File: src/rtl/interrupt_sequencer.sv
// 6502 interrupt/reset sequencer: pushes PC and P, fetches vectors, pulls state back on RTI,
// and hands the new PC/SP/P to the core through single-cycle write strobes.
module interrupt_sequencer #(
  parameter logic [7:0]  STACK_PAGE   = 8'h01,
  parameter logic [15:0] NMI_VECTOR   = 16'hFFFA,
  parameter logic [15:0] RESET_VECTOR = 16'hFFFC,
  parameter logic [15:0] IRQ_VECTOR   = 16'hFFFE
) (
  input  logic        clk_i,
  input  logic        rst_i,
  input  logic        brk_i,
  input  logic        rti_i,
  input  logic        irq_i,
  input  logic        nmi_i,
  input  logic [7:0]  status_i,
  input  logic [15:0] pc_i,
  input  logic [7:0]  sp_i,
  input  logic [7:0]  mem_data_i,
  input  logic        mem_ready_i,
  output logic        mem_req_o,
  output logic        mem_we_o,
  output logic [15:0] mem_addr_o,
  output logic [7:0]  mem_data_o,
  output logic [15:0] pc_o,
  output logic        pc_we_o,
  output logic [7:0]  sp_o,
  output logic        sp_we_o,
  output logic [7:0]  status_o,
  output logic        status_we_o,
  output logic        busy_o,
  output logic        done_o
);

  typedef enum logic [3:0] {
    StIdle, StPushPch, StPushPcl, StPushP, StVecLo, StVecHi,
    StPullP, StPullPcl, StPullPch, StRstLo, StRstHi, StFinish
  } state_e;

  typedef enum logic [1:0] {KindInt, KindBrk, KindRti, KindRst} kind_e;

  state_e      state_q, state_d;
  kind_e       kind_q, kind_d;
  logic        armed_q, nmi_pending_q, nmi_pending_d, nmi_prev_q;
  logic [15:0] pc_q, pc_d, vec_q, vec_d;
  logic [7:0]  sp_q, sp_d, p_q, p_d, lo_q, lo_d, hi_q, hi_d;
  logic [7:0]  sp_inc, sp_dec;
  logic        nmi_edge, nmi_clr, mem_done;

  assign nmi_edge = nmi_i & ~nmi_prev_q;
  assign mem_done = mem_req_o & mem_ready_i;
  assign sp_inc   = sp_q + 8'd1;
  assign sp_dec   = sp_q - 8'd1;

  // armed_q holds off the first reset-vector read for one cycle after reset release.
  always_ff @(posedge clk_i or posedge rst_i) begin
    if (rst_i) begin
      state_q       <= StRstLo;
      kind_q        <= KindRst;
      armed_q       <= 1'b0;
      nmi_pending_q <= 1'b0;
      nmi_prev_q    <= 1'b0;
      pc_q          <= '0;
      vec_q         <= '0;
      sp_q          <= '0;
      p_q           <= '0;
      lo_q          <= '0;
      hi_q          <= '0;
    end else begin
      state_q       <= state_d;
      kind_q        <= kind_d;
      armed_q       <= 1'b1;
      nmi_pending_q <= nmi_pending_d;
      nmi_prev_q    <= nmi_i;
      pc_q          <= pc_d;
      vec_q         <= vec_d;
      sp_q          <= sp_d;
      p_q           <= p_d;
      lo_q          <= lo_d;
      hi_q          <= hi_d;
    end
  end

  always_comb begin
    state_d = state_q;
    kind_d  = kind_q;
    pc_d    = pc_q;
    vec_d   = vec_q;
    sp_d    = sp_q;
    p_d     = p_q;
    lo_d    = lo_q;
    hi_d    = hi_q;
    nmi_clr = 1'b0;
    unique case (state_q)
      StIdle: begin
        if (nmi_pending_q) begin
          state_d = StPushPch;
          kind_d  = KindInt;
          vec_d   = NMI_VECTOR;
          nmi_clr = 1'b1;
        end else if (brk_i) begin
          state_d = StPushPch;
          kind_d  = KindBrk;
          vec_d   = IRQ_VECTOR;
        end else if (rti_i) begin
          state_d = StPullP;
          kind_d  = KindRti;
        end else if (irq_i && !status_i[2]) begin
          state_d = StPushPch;
          kind_d  = KindInt;
          vec_d   = IRQ_VECTOR;
        end
        if (state_d != StIdle) begin
          pc_d = pc_i;
          sp_d = sp_i;
          p_d  = status_i;
        end
      end
      StPushPch: if (mem_done) begin sp_d = sp_dec; state_d = StPushPcl; end
      StPushPcl: if (mem_done) begin sp_d = sp_dec; state_d = StPushP; end
      StPushP:   if (mem_done) begin sp_d = sp_dec; state_d = StVecLo; end
      StVecLo:   if (mem_done) begin lo_d = mem_data_i; state_d = StVecHi; end
      StVecHi:   if (mem_done) begin hi_d = mem_data_i; state_d = StFinish; end
      StPullP:   if (mem_done) begin sp_d = sp_inc; p_d = mem_data_i; state_d = StPullPcl; end
      StPullPcl: if (mem_done) begin sp_d = sp_inc; lo_d = mem_data_i; state_d = StPullPch; end
      StPullPch: if (mem_done) begin sp_d = sp_inc; hi_d = mem_data_i; state_d = StFinish; end
      StRstLo:   if (mem_done) begin lo_d = mem_data_i; state_d = StRstHi; end
      StRstHi:   if (mem_done) begin hi_d = mem_data_i; state_d = StFinish; end
      StFinish:  state_d = StIdle;
      default:   state_d = StIdle;
    endcase
    // A fresh edge in the accept cycle must survive the clear.
    nmi_pending_d = (nmi_pending_q & ~nmi_clr) | nmi_edge;
  end

  always_comb begin
    mem_req_o   = 1'b0;
    mem_we_o    = 1'b0;
    mem_addr_o  = '0;
    mem_data_o  = '0;
    pc_o        = '0;
    pc_we_o     = 1'b0;
    sp_o        = '0;
    sp_we_o     = 1'b0;
    status_o    = '0;
    status_we_o = 1'b0;
    done_o      = 1'b0;
    busy_o      = (state_q != StIdle);
    unique case (state_q)
      StPushPch, StPushPcl, StPushP: begin
        mem_req_o  = 1'b1;
        mem_we_o   = 1'b1;
        mem_addr_o = {STACK_PAGE, sp_q};
        if (state_q == StPushPch)      mem_data_o = pc_q[15:8];
        else if (state_q == StPushPcl) mem_data_o = pc_q[7:0];
        else mem_data_o = {p_q[7:6], 1'b1, kind_q == KindBrk, p_q[3:0]};
      end
      StVecLo: begin
        mem_req_o  = 1'b1;
        mem_addr_o = vec_q;
      end
      StVecHi: begin
        mem_req_o  = 1'b1;
        mem_addr_o = vec_q + 16'd1;
      end
      StPullP, StPullPcl, StPullPch: begin
        mem_req_o  = 1'b1;
        mem_addr_o = {STACK_PAGE, sp_inc};
      end
      StRstLo: begin
        mem_req_o  = armed_q;
        mem_addr_o = armed_q ? RESET_VECTOR : 16'h0000;
      end
      StRstHi: begin
        mem_req_o  = 1'b1;
        mem_addr_o = RESET_VECTOR + 16'd1;
      end
      StFinish: begin
        done_o      = 1'b1;
        pc_we_o     = 1'b1;
        status_we_o = 1'b1;
        pc_o        = {hi_q, lo_q};
        sp_we_o     = (kind_q != KindRst);
        sp_o        = (kind_q != KindRst) ? sp_q : 8'h00;
        case (kind_q)
          KindBrk: status_o = {p_q[7:5], 1'b1, p_q[3], 1'b1, p_q[1:0]};
          KindInt: status_o = {p_q[7:5], 1'b0, p_q[3], 1'b1, p_q[1:0]};
          KindRti: status_o = {p_q[7:6], 1'b1, 1'b0, p_q[3:0]};
          default: status_o = {status_i[7:3], 1'b1, status_i[1:0]};
        endcase
      end
      default: ;
    endcase
  end

endmodule

File: config.mk
export PLATFORM = sky130hd
export DESIGN_NAME = interrupt_sequencer
export DESIGN_NICKNAME = d
export VERILOG_FILES = /design/src/rtl/interrupt_sequencer.sv
export SDC_FILE = /design/constraint.sdc
export NUM_CORES = 1
export LEC_CHECK = 0
export CAP_MARGIN = 25
export CELL_PAD_IN_SITES_DETAIL_PLACEMENT = 1
export CELL_PAD_IN_SITES_GLOBAL_PLACEMENT = 2
export CORE_MARGIN = 8
export CORE_UTILIZATION = 27
export DETAILED_ROUTE_END_ITERATION = 8
export PLACE_DENSITY_LB_ADDON = 0.08
export SYNTH_ARGS = -nofsm -noshare
export SYNTH_HDL_FRONTEND = slang
export SYNTH_SLANG_ARGS = --single-unit
File: constraint.sdc
create_clock -name clk_i -period 3 [get_ports clk_i]
set_clock_uncertainty 0.2 [all_clocks]
set_input_delay 0.9 -clock clk_i [delete_from_list [all_inputs] [get_ports clk_i]]
set_output_delay 0.9 -clock clk_i [all_outputs]
set_load 0.005 [all_outputs]
==> results of run 1 <==
-- metrics by stage --
| stage | std cells | hold slack [ns] |
|---|---|---|
| after floorplan | 451 | 0.1996 |
| after global placement | 779 | 0.2080 |
| after detailed placement | 779 | 0.2236 |
| after CTS | 821 | 0.2312 |
| after global routing | 833 | 0.2753 |
| final | 833 | 0.2246 |
-- cells in the mapped netlist (3+ instances only) --
| master | number | area share [%] |
|---|---|---|
| nand2_1 | 78 | 8.0 |
| dfrtp_1 | 54 | 37 |
| a21oi_1 | 38 | 5.2 |
| nor2_1 | 34 | 3.5 |
| inv_1 | 22 | 2.3 |
| and2_1 | 19 | 3.3 |
| clkbuf_1 | 17 | 1.7 |
| mux2_2 | 17 | 5.2 |
| nand3_1 | 15 | 2.1 |
| o21ai_0 | 15 | 2.1 |
| and3_1 | 11 | 1.9 |
| o22ai_1 | 10 | 1.7 |
| buf_4 | 9 | 1.8 |
| nand2b_1 | 8 | 1.4 |
| a211oi_1 | 7 | 1.4 |
| buf_2 | 7 | 0.96 |
| a221oi_1 | 6 | 1.4 |
| a31oi_1 | 6 | 1.0 |
| nor2b_1 | 6 | 1.0 |
| nor3_1 | 6 | 0.82 |
| a22oi_1 | 5 | 1.0 |
| a2bb2oi_1 | 5 | 1.2 |
| dfstp_2 | 4 | 2.9 |
| o21ai_1 | 4 | 0.55 |
| buf_1 | 3 | 0.31 |
-- power groups by stage --
stage	Sequential [mW]	Combinational, mW	Clock (mW)
after floorplan	1.34	1.97	0
after global placement	1.39	3.89	0
after detailed placement	1.40	3.91	0
after CTS	1.41	4.40	0.990
after global routing	1.49	5.18	1.02
final	1.44	4.76	0.968
-- metal layers --
layer | wire [µm] | vias up | share of wire, % | global-route usage, %
met3 | 710 | 14 | 4.4 | 4.154
met5 | 0 | - | 0 | 0
met4 | 210 | 0 | 1.3 | 4.921
met2 | 8238 | 86 | 51 | 30.08
li1 | - | 1978 | - | -
met1 | 7101 | 2060 | 44 | 23.21
-- flip-flops by register name (all words and copies together), names as in the netlist --
| name | flops |
|---|---|
| pc_q | 16 |
| kind_q | 2 |
| sp_q | 8 |
| lo_q | 8 |
| nmi_prev_q | 1 |
| hi_q | 8 |
| armed_q | 1 |
| vec_q | 2 |
| p_q | 7 |
| nmi_pending_q | 1 |
| state_q | 4 |
-- critical path: cells and delay by family (launching register included) --
kind | cells | cell delay, ns
DFF | 1 | 0.55
buffers and inverters | 2 | 0.27
and+or+nand+nor | 2 | 0.57
AOI/OAI and AO/OA | 3 | 0.35
-- repair_timing --
| item | CTS | global route |
|---|---|---|
| endpoints found under the setup margin | 63 | 60 |
| pin swaps | 13 | 15 |
| buffers inserted | 26 | 14 |
| hold buffers | 0 | 0 |
| resized for setup | 223 | 135 |
| cloned | 1 | 3 |
-- cell type report --
| cell class | instances | area (µm²) | share of cell area, % |
|---|---|---|---|
| well taps | 176 | 220.2 | 3.473 |
| inverters | 23 | 100.1 | 1.579 |
| repair buffers | 228 | 2059 | 32.48 |
| flip-flops and latches | 58 | 1456 | 22.97 |
| clock buffers | 11 | 252.7 | 3.986 |
| multi-input cells | 333 | 2225 | 35.08 |
| clock inverters | 4 | 27.53 | 0.4341 |
-- kinds of logic (layout without fill, tap and decap cells) --
| family | count (synthesis) | count (layout) | share of synthesized area, % |
|---|---|---|---|
| compound gates | 117 | 117 | 20.52 |
| buf+inv | 60 | 266 | 7.536 |
| xor+xnor | 2 | 2 | 0.4797 |
| simple gates | 193 | 193 | 25.28 |
| other cells | 1 | 1 | 0.1027 |
| flops | 58 | 58 | 39.88 |
| mux | 18 | 18 | 5.515 |
| fa+ha+maj | 2 | 2 | 0.6851 |
-- worst max-delay path by stage --
stage | to | slack (ns) | depth (start not counted)
finish | mem_addr_o[6] | -0.16 | 7
global route | mem_addr_o[3] | -0.25 | 7
CTS | mem_addr_o[12] | -0.18 | 10
detailed placement | mem_addr_o[5] | -0.38 | 4
global placement | status_o[7] | -0.36 | 4
floorplan | pc_o[10] | 0.06 | 6
-- layout by cell type, fill, tap and decap left out, types with 7 or more instances in the layout --
master / Yosys / layout
buf_4: 9 / 80
dfrtp_1: 54 / 54
clkbuf_2: 0 / 23
mux2_2: 17 / 17
nand3_1: 15 / 14
o22ai_1: 10 / 9
clkbuf_16: 0 / 12
a21oi_2: 0 / 11
and2_4: 1 / 9
nand2b_1: 8 / 7
inv_1: 22 / 17
o21ai_0: 15 / 10
nor2_1: 34 / 23
o21ai_1: 4 / 7
buf_6: 1 / 40
buf_2: 7 / 21
clkdlybuf4s50_1: 0 / 44
and3_1: 11 / 11
nand2_1: 78 / 75
buf_12: 0 / 7
a21oi_1: 38 / 26
and2_1: 19 / 12
==> summary.md, run 1 <==
| Metric | Value |
|---|---|
| Status | finished with violations |
| Failing checks | negative setup slack |
| Clk Latency, worst-skew pair | 0.33 ns |
| Max incr delay on CP | 0.55 ns |
| Die width | 132.3 µm |
| Die area | 17,500 µm² |
| Synthesis Warnings | 0 |
| Setup Viol. Count Final | 19 |
| Count of cell types in the netlist | 58 |
| Switching Fraction | 41.39% |
| Tot GR Track Use | 18.17% |
| # DRC | 0 |
| Min-Delay Path Class | reg2reg |
| Hold EP | nmi_pending_q |
| Reg2reg start | state_q[0] |
| Syn Std Cell Area | 3652 µm² |
| Port-buffer cells | 109 |
| FF+latch count, synth | 58 |
| Gr ovfl total | 0 |
| Clk slew on worst S/H paths | 0.06 ns |
| Core area | 13,240 µm² |
| Asr flop ratio synth | 100.0% |
| RSZ-0062 raised after global routing | yes |
| Slew Viols, Final | 0 |
| Placement Cell Area | 5450 µm² |
| Area Growth Syn to Fin | 73.62% |
| WL per Instance | 19.52 µm |
| Reg2reg path depth | 6 |
| Antenna Cells | 0 |
| Via count | 4,138 |
| Hold path depth | 1 |
| WL final | 16.26 mm |
| Max-Cap Viols | 0 |
| Initial Utilization | 27.58% |
| Vias in the first global route | 4,553 |
| Leakage power | 2.982 nW |
| DPL Wire Length | 11.18 mm |
| Pwr Total | 7.172 mW |
| Total Neg Setup Slack | -1.745 ns |
| Mean Syn Cell Area | 8.098 µm² |
| Worst VDD drop | 0.3900 mV |
| Drt first pass iters | 4 |
| Pwr Density | 1131 nW/µm² |
| Chip height | 132.3 µm |
| Sw Pwr | 2.968 mW |
| Tmin final | 3.159 ns |
| Fillers | 1,544 |
| Final hold vios | 0 |
| Largest net degree at the start of global routing | 59 |
| Design area | 6341 µm² |
| Layout cells sized above 1 | 42.62% |
| Nets | 702 |
| CP max-delay cell | dfstp_2 |
| Reg-to-reg slack, setup | 0.48 ns |
| Post-Synthesis Cells | 451 |
| Fmax | 316.5 MHz |
| Util after Layout | 47.88% |
| Slew @ Worst Pin | 0.5984 ns |
| Worst Setup End Kind | primary output |
| Clk pwr share | 13.5% |
| CP max FO | 4 |
| Startpoint types | register |
| Logic pwr share | 66.4% |
| Critical Path, Cell by Cell | or4b_4 -> o21a_4 -> buf_6 -> o21ai_2 -> nand2_1 -> o211ai_1 -> buf_2 |
| DRT iter0 DRCs | 187 |
| Fin worst setup slack | -0.1594 ns |
| DR vias/cell | 4.968 |
| Maximum root-to-sink buffer count | 2 |
| Slew HR | 59.84% |
| Number of buffers created by CTS | 9 |
| Ports | 110 |
| R2R Path End | sp_q[6] |
| CTS tree | built |
| EDFF count, synth | 0 |
| Worst slack, placed | -0.3846 ns |
| Synth Flop Type | dfrtp_1 |
| Final cycle utilization of the critical path | 105.3% |
| Net Count, Synth | 500 |
| Crit path from | state_q[3] |
| H-tree depth | 3 |
| Req. time, crit path | 1.90 ns |
| First-pass GRT wire length | 25.30 mm |
| RePlAce Congestion | 0.8274 |
| CTS Sinks | 58 |
| Crit path kind | reg2out |
| Seq pwr share | 20.1% |
| Register area share after synthesis | 39.88% |
| Antenna viol nets, final | 0 |
| Int Power | 4.204 mW |
| CP arrival | 2.06 ns |
| Antenna violations before repair | 0 |
| Hold_sp | nmi_prev_q |
| Rows | 42 |
| Clk root buf | clkbuf_16 |
(Power assumes the default switching activity.)
==> run 2: changes to the inputs <==
--- a/config.mk
+++ b/config.mk
@@ -6,10 +6,8 @@
 export NUM_CORES = 1
 export LEC_CHECK = 0
 export CAP_MARGIN = 25
-export CELL_PAD_IN_SITES_DETAIL_PLACEMENT = 1
-export CELL_PAD_IN_SITES_GLOBAL_PLACEMENT = 2
 export CORE_MARGIN = 8
-export CORE_UTILIZATION = 27
+export CORE_UTILIZATION = 48
 export DETAILED_ROUTE_END_ITERATION = 8
 export PLACE_DENSITY_LB_ADDON = 0.08
 export SYNTH_ARGS = -nofsm -noshare
==> summary.md, run 2 (synthesis results as in run 1) <==
| Metric | Value |
|---|---|
| Final non-filler cell total | 749 |
| Placement Cell Area | 5285 µm² |
| Cell family with most CP delay | simple AND/OR/NAND/NOR gates |
| Largest reg by FF count | pc_q |
| Cell mode on critical path | buf_6 |
| Worst VDD drop | 0.6374 mV |
| Antenna viol nets, final | 0 |
| Maximum root-to-sink buffer count | 2 |
| DRT iter0 DRCs | 294 |
| Max incr delay on CP | 0.55 ns |
| Ports | 110 |
| Failing checks | negative setup slack |
| Design area | 5964 µm² |
| Req. time, crit path | 1.90 ns |
| Min-Delay Path Class | reg2reg |
| Crit path buf inv count | 3 |
| Seq pwr share | 21.5% |
| Placed cell count | 697 |
| Antenna Cells | 0 |
| Startpoint types | register |
| Drt first pass iters | 5 |
| Vias in the first global route | 4,566 |
| Die width | 103.2 µm |
| First-pass GRT wire length | 22.51 mm |
| Final hold vios | 0 |
| Via count | 4,330 |
| Rows | 32 |
| Chip height | 103.2 µm |
| Initial Utilization | 48.26% |
| Slew @ Worst Pin | 0.6316 ns |
| CP max-delay cell | dfstp_2 |
| Area Growth Syn to Fin | 63.31% |
| Hold_ws | 0.2183 ns |
| Antenna violations before repair | 0 |
| Clk Latency, worst-skew pair | 0.33 ns |
| H-tree depth | 3 |
| Gr ovfl total | 0 |
| Final cycle utilization of the critical path | 107.8% |
| RSZ-0062 raised after global routing | yes |
| Nets | 691 |
| Worst Setup End Kind | primary output |
| CTS Sinks | 58 |
| WL per Instance | 19.27 µm |
| Tot GR Track Use | 27.22% |
| Fin worst setup slack | -0.2327 ns |
| Critical Path, Cell by Cell | or4b_4 -> buf_6 -> o21ai_4 -> buf_6 -> nand2_2 -> o211ai_1 -> buf_2 |
| Post-cts hold buffer count | 0 |
| Layout cells sized above 1 | 36.48% |
| CP arrival | 2.13 ns |
| Tmin final | 3.233 ns |
| Logic pwr share | 65.6% |
| Slew Viols, Final | 0 |
| Util after Layout | 78.82% |
| Max FFs per register | 16 |
| Pwr Density | 1121 nW/µm² |
| DR vias/cell | 5.781 |
| Clk slew on worst S/H paths | 0.07 ns |
| CTS tree | built |
| Core area | 7567 µm² |
| Port-buffer cells | 109 |
| WL final | 14.43 mm |
| Die area | 10,660 µm² |
| Leakage power | 2.880 nW |
| Int Power | 3.895 mW |
| Max-Cap Viols | 0 |
| Switching Fraction | 41.73% |
| Crit path kind | reg2out |
| Fmax | 309.3 MHz |
| Setup Viol. Count Final | 15 |
| Most frequent cells in the layout | buf_4, nand2_1, dfrtp_1, clkdlybuf4s50_1, a21oi_1 |
| DPL Wire Length | 9.674 mm |
| Number of buffers created by CTS | 9 |
| Status | finished with violations |
| RePlAce Congestion | 0.9081 |
| Clk pwr share | 12.9% |
| Largest net degree at the start of global routing | 32 |
| CP max FO | 5 |
| Sw Pwr | 2.789 mW |
| Most common cell after layout, fill and taps aside | buf_4 |
| Slew HR | 57.61% |
| # DRC | 0 |
| Clk root buf | clkbuf_8 |
## run 2: cell types whose count changed in the layout (fill, tap and decap cells not counted), moves of 4 or more
| cell | before | now |
|---|---|---|
| and2_1 | 12 | 19 |
| clkbuf_2 | 23 | 10 |
| clkbuf_16 | 12 | 0 |
| buf_6 | 40 | 22 |
| and2_4 | 9 | 2 |
| a21oi_1 | 26 | 32 |
| buf_2 | 21 | 30 |
| clkinv_4 | 4 | 0 |
| clkbuf_8 | 2 | 12 |
| dlygate4sd2_1 | 2 | 12 |
| clkdlybuf4s15_1 | 3 | 10 |
| a21oi_2 | 11 | 5 |
## run 2: power groups by stage
| stage | clock network (mW) | logic [mW] | registers (mW) |
|---|---|---|---|
| global placement | 0 | 3.72 | 1.39 |
| detailed placement | 0 | 3.76 | 1.41 |
| floorplan | 0 | 1.97 | 1.34 |
| global route | 0.903 | 4.71 | 1.47 |
| finish | 0.864 | 4.38 | 1.44 |
| CTS | 0.866 | 4.15 | 1.42 |
## run 2: path summary, 6_finish.rpt
check | slack (ns) | start | to | depth (start not counted)
worst max-delay path | -0.23 | state_q[3] | mem_addr_o[6] | 7
worst min-delay path | 0.22 | nmi_prev_q | nmi_pending_q | 1
min in group asynchronous | 0.66 | rst_i | sp_q[4] | 2
worst max register to register | 0.56 | state_q[0] | sp_q[6] | 8
worst min register to register | 0.22 | nmi_prev_q | nmi_pending_q | 1
max in group asynchronous | 1.37 | rst_i | pc_q[8] | 3
## run 2: timing repair
item,4_1_cts,5_1_grt
pin swaps,10,14
setup buffers,29,9
gates resized for setup,227,59
setup endpoints to repair,63,55
cloned,3,0
## run 2: layer usage
| metal | up-vias | track usage [%] | part of all wire [%] |
|---|---|---|---|
| li1 | 1944 | - | - |
| met1 | 2114 | 29.77 | 36 |
| met2 | 226 | 48.24 | 52 |
| met3 | 46 | 7.162 | 8.2 |
| met4 | 0 | 12.46 | 3.4 |
| met5 | - | 0 | 0 |
## run 2: layout make-up
type                    count  area, µm²
flip-flops and latches     58       1456
well taps                 102      127.6
repair buffers            217       1869
clock inverters             2      60.06
fillers                   508       1603
multi-input cells         333       2190
clock buffers              14      172.7
inverters                  23      88.84
## run 2: per-stage QoR
step / setup WS [ns] / setup TNS [ns] / total power, mW
after detailed placement: -0.3170 / -5.579 / 5.173
after CTS: -0.2210 / -2.058 / 6.434
after global routing: -0.2707 / -2.935 / 7.081
final: -0.2327 / -1.806 / 6.684
after floorplan: 0.05841 / 0 / 3.308
after global placement: -0.3156 / -4.366 / 5.105
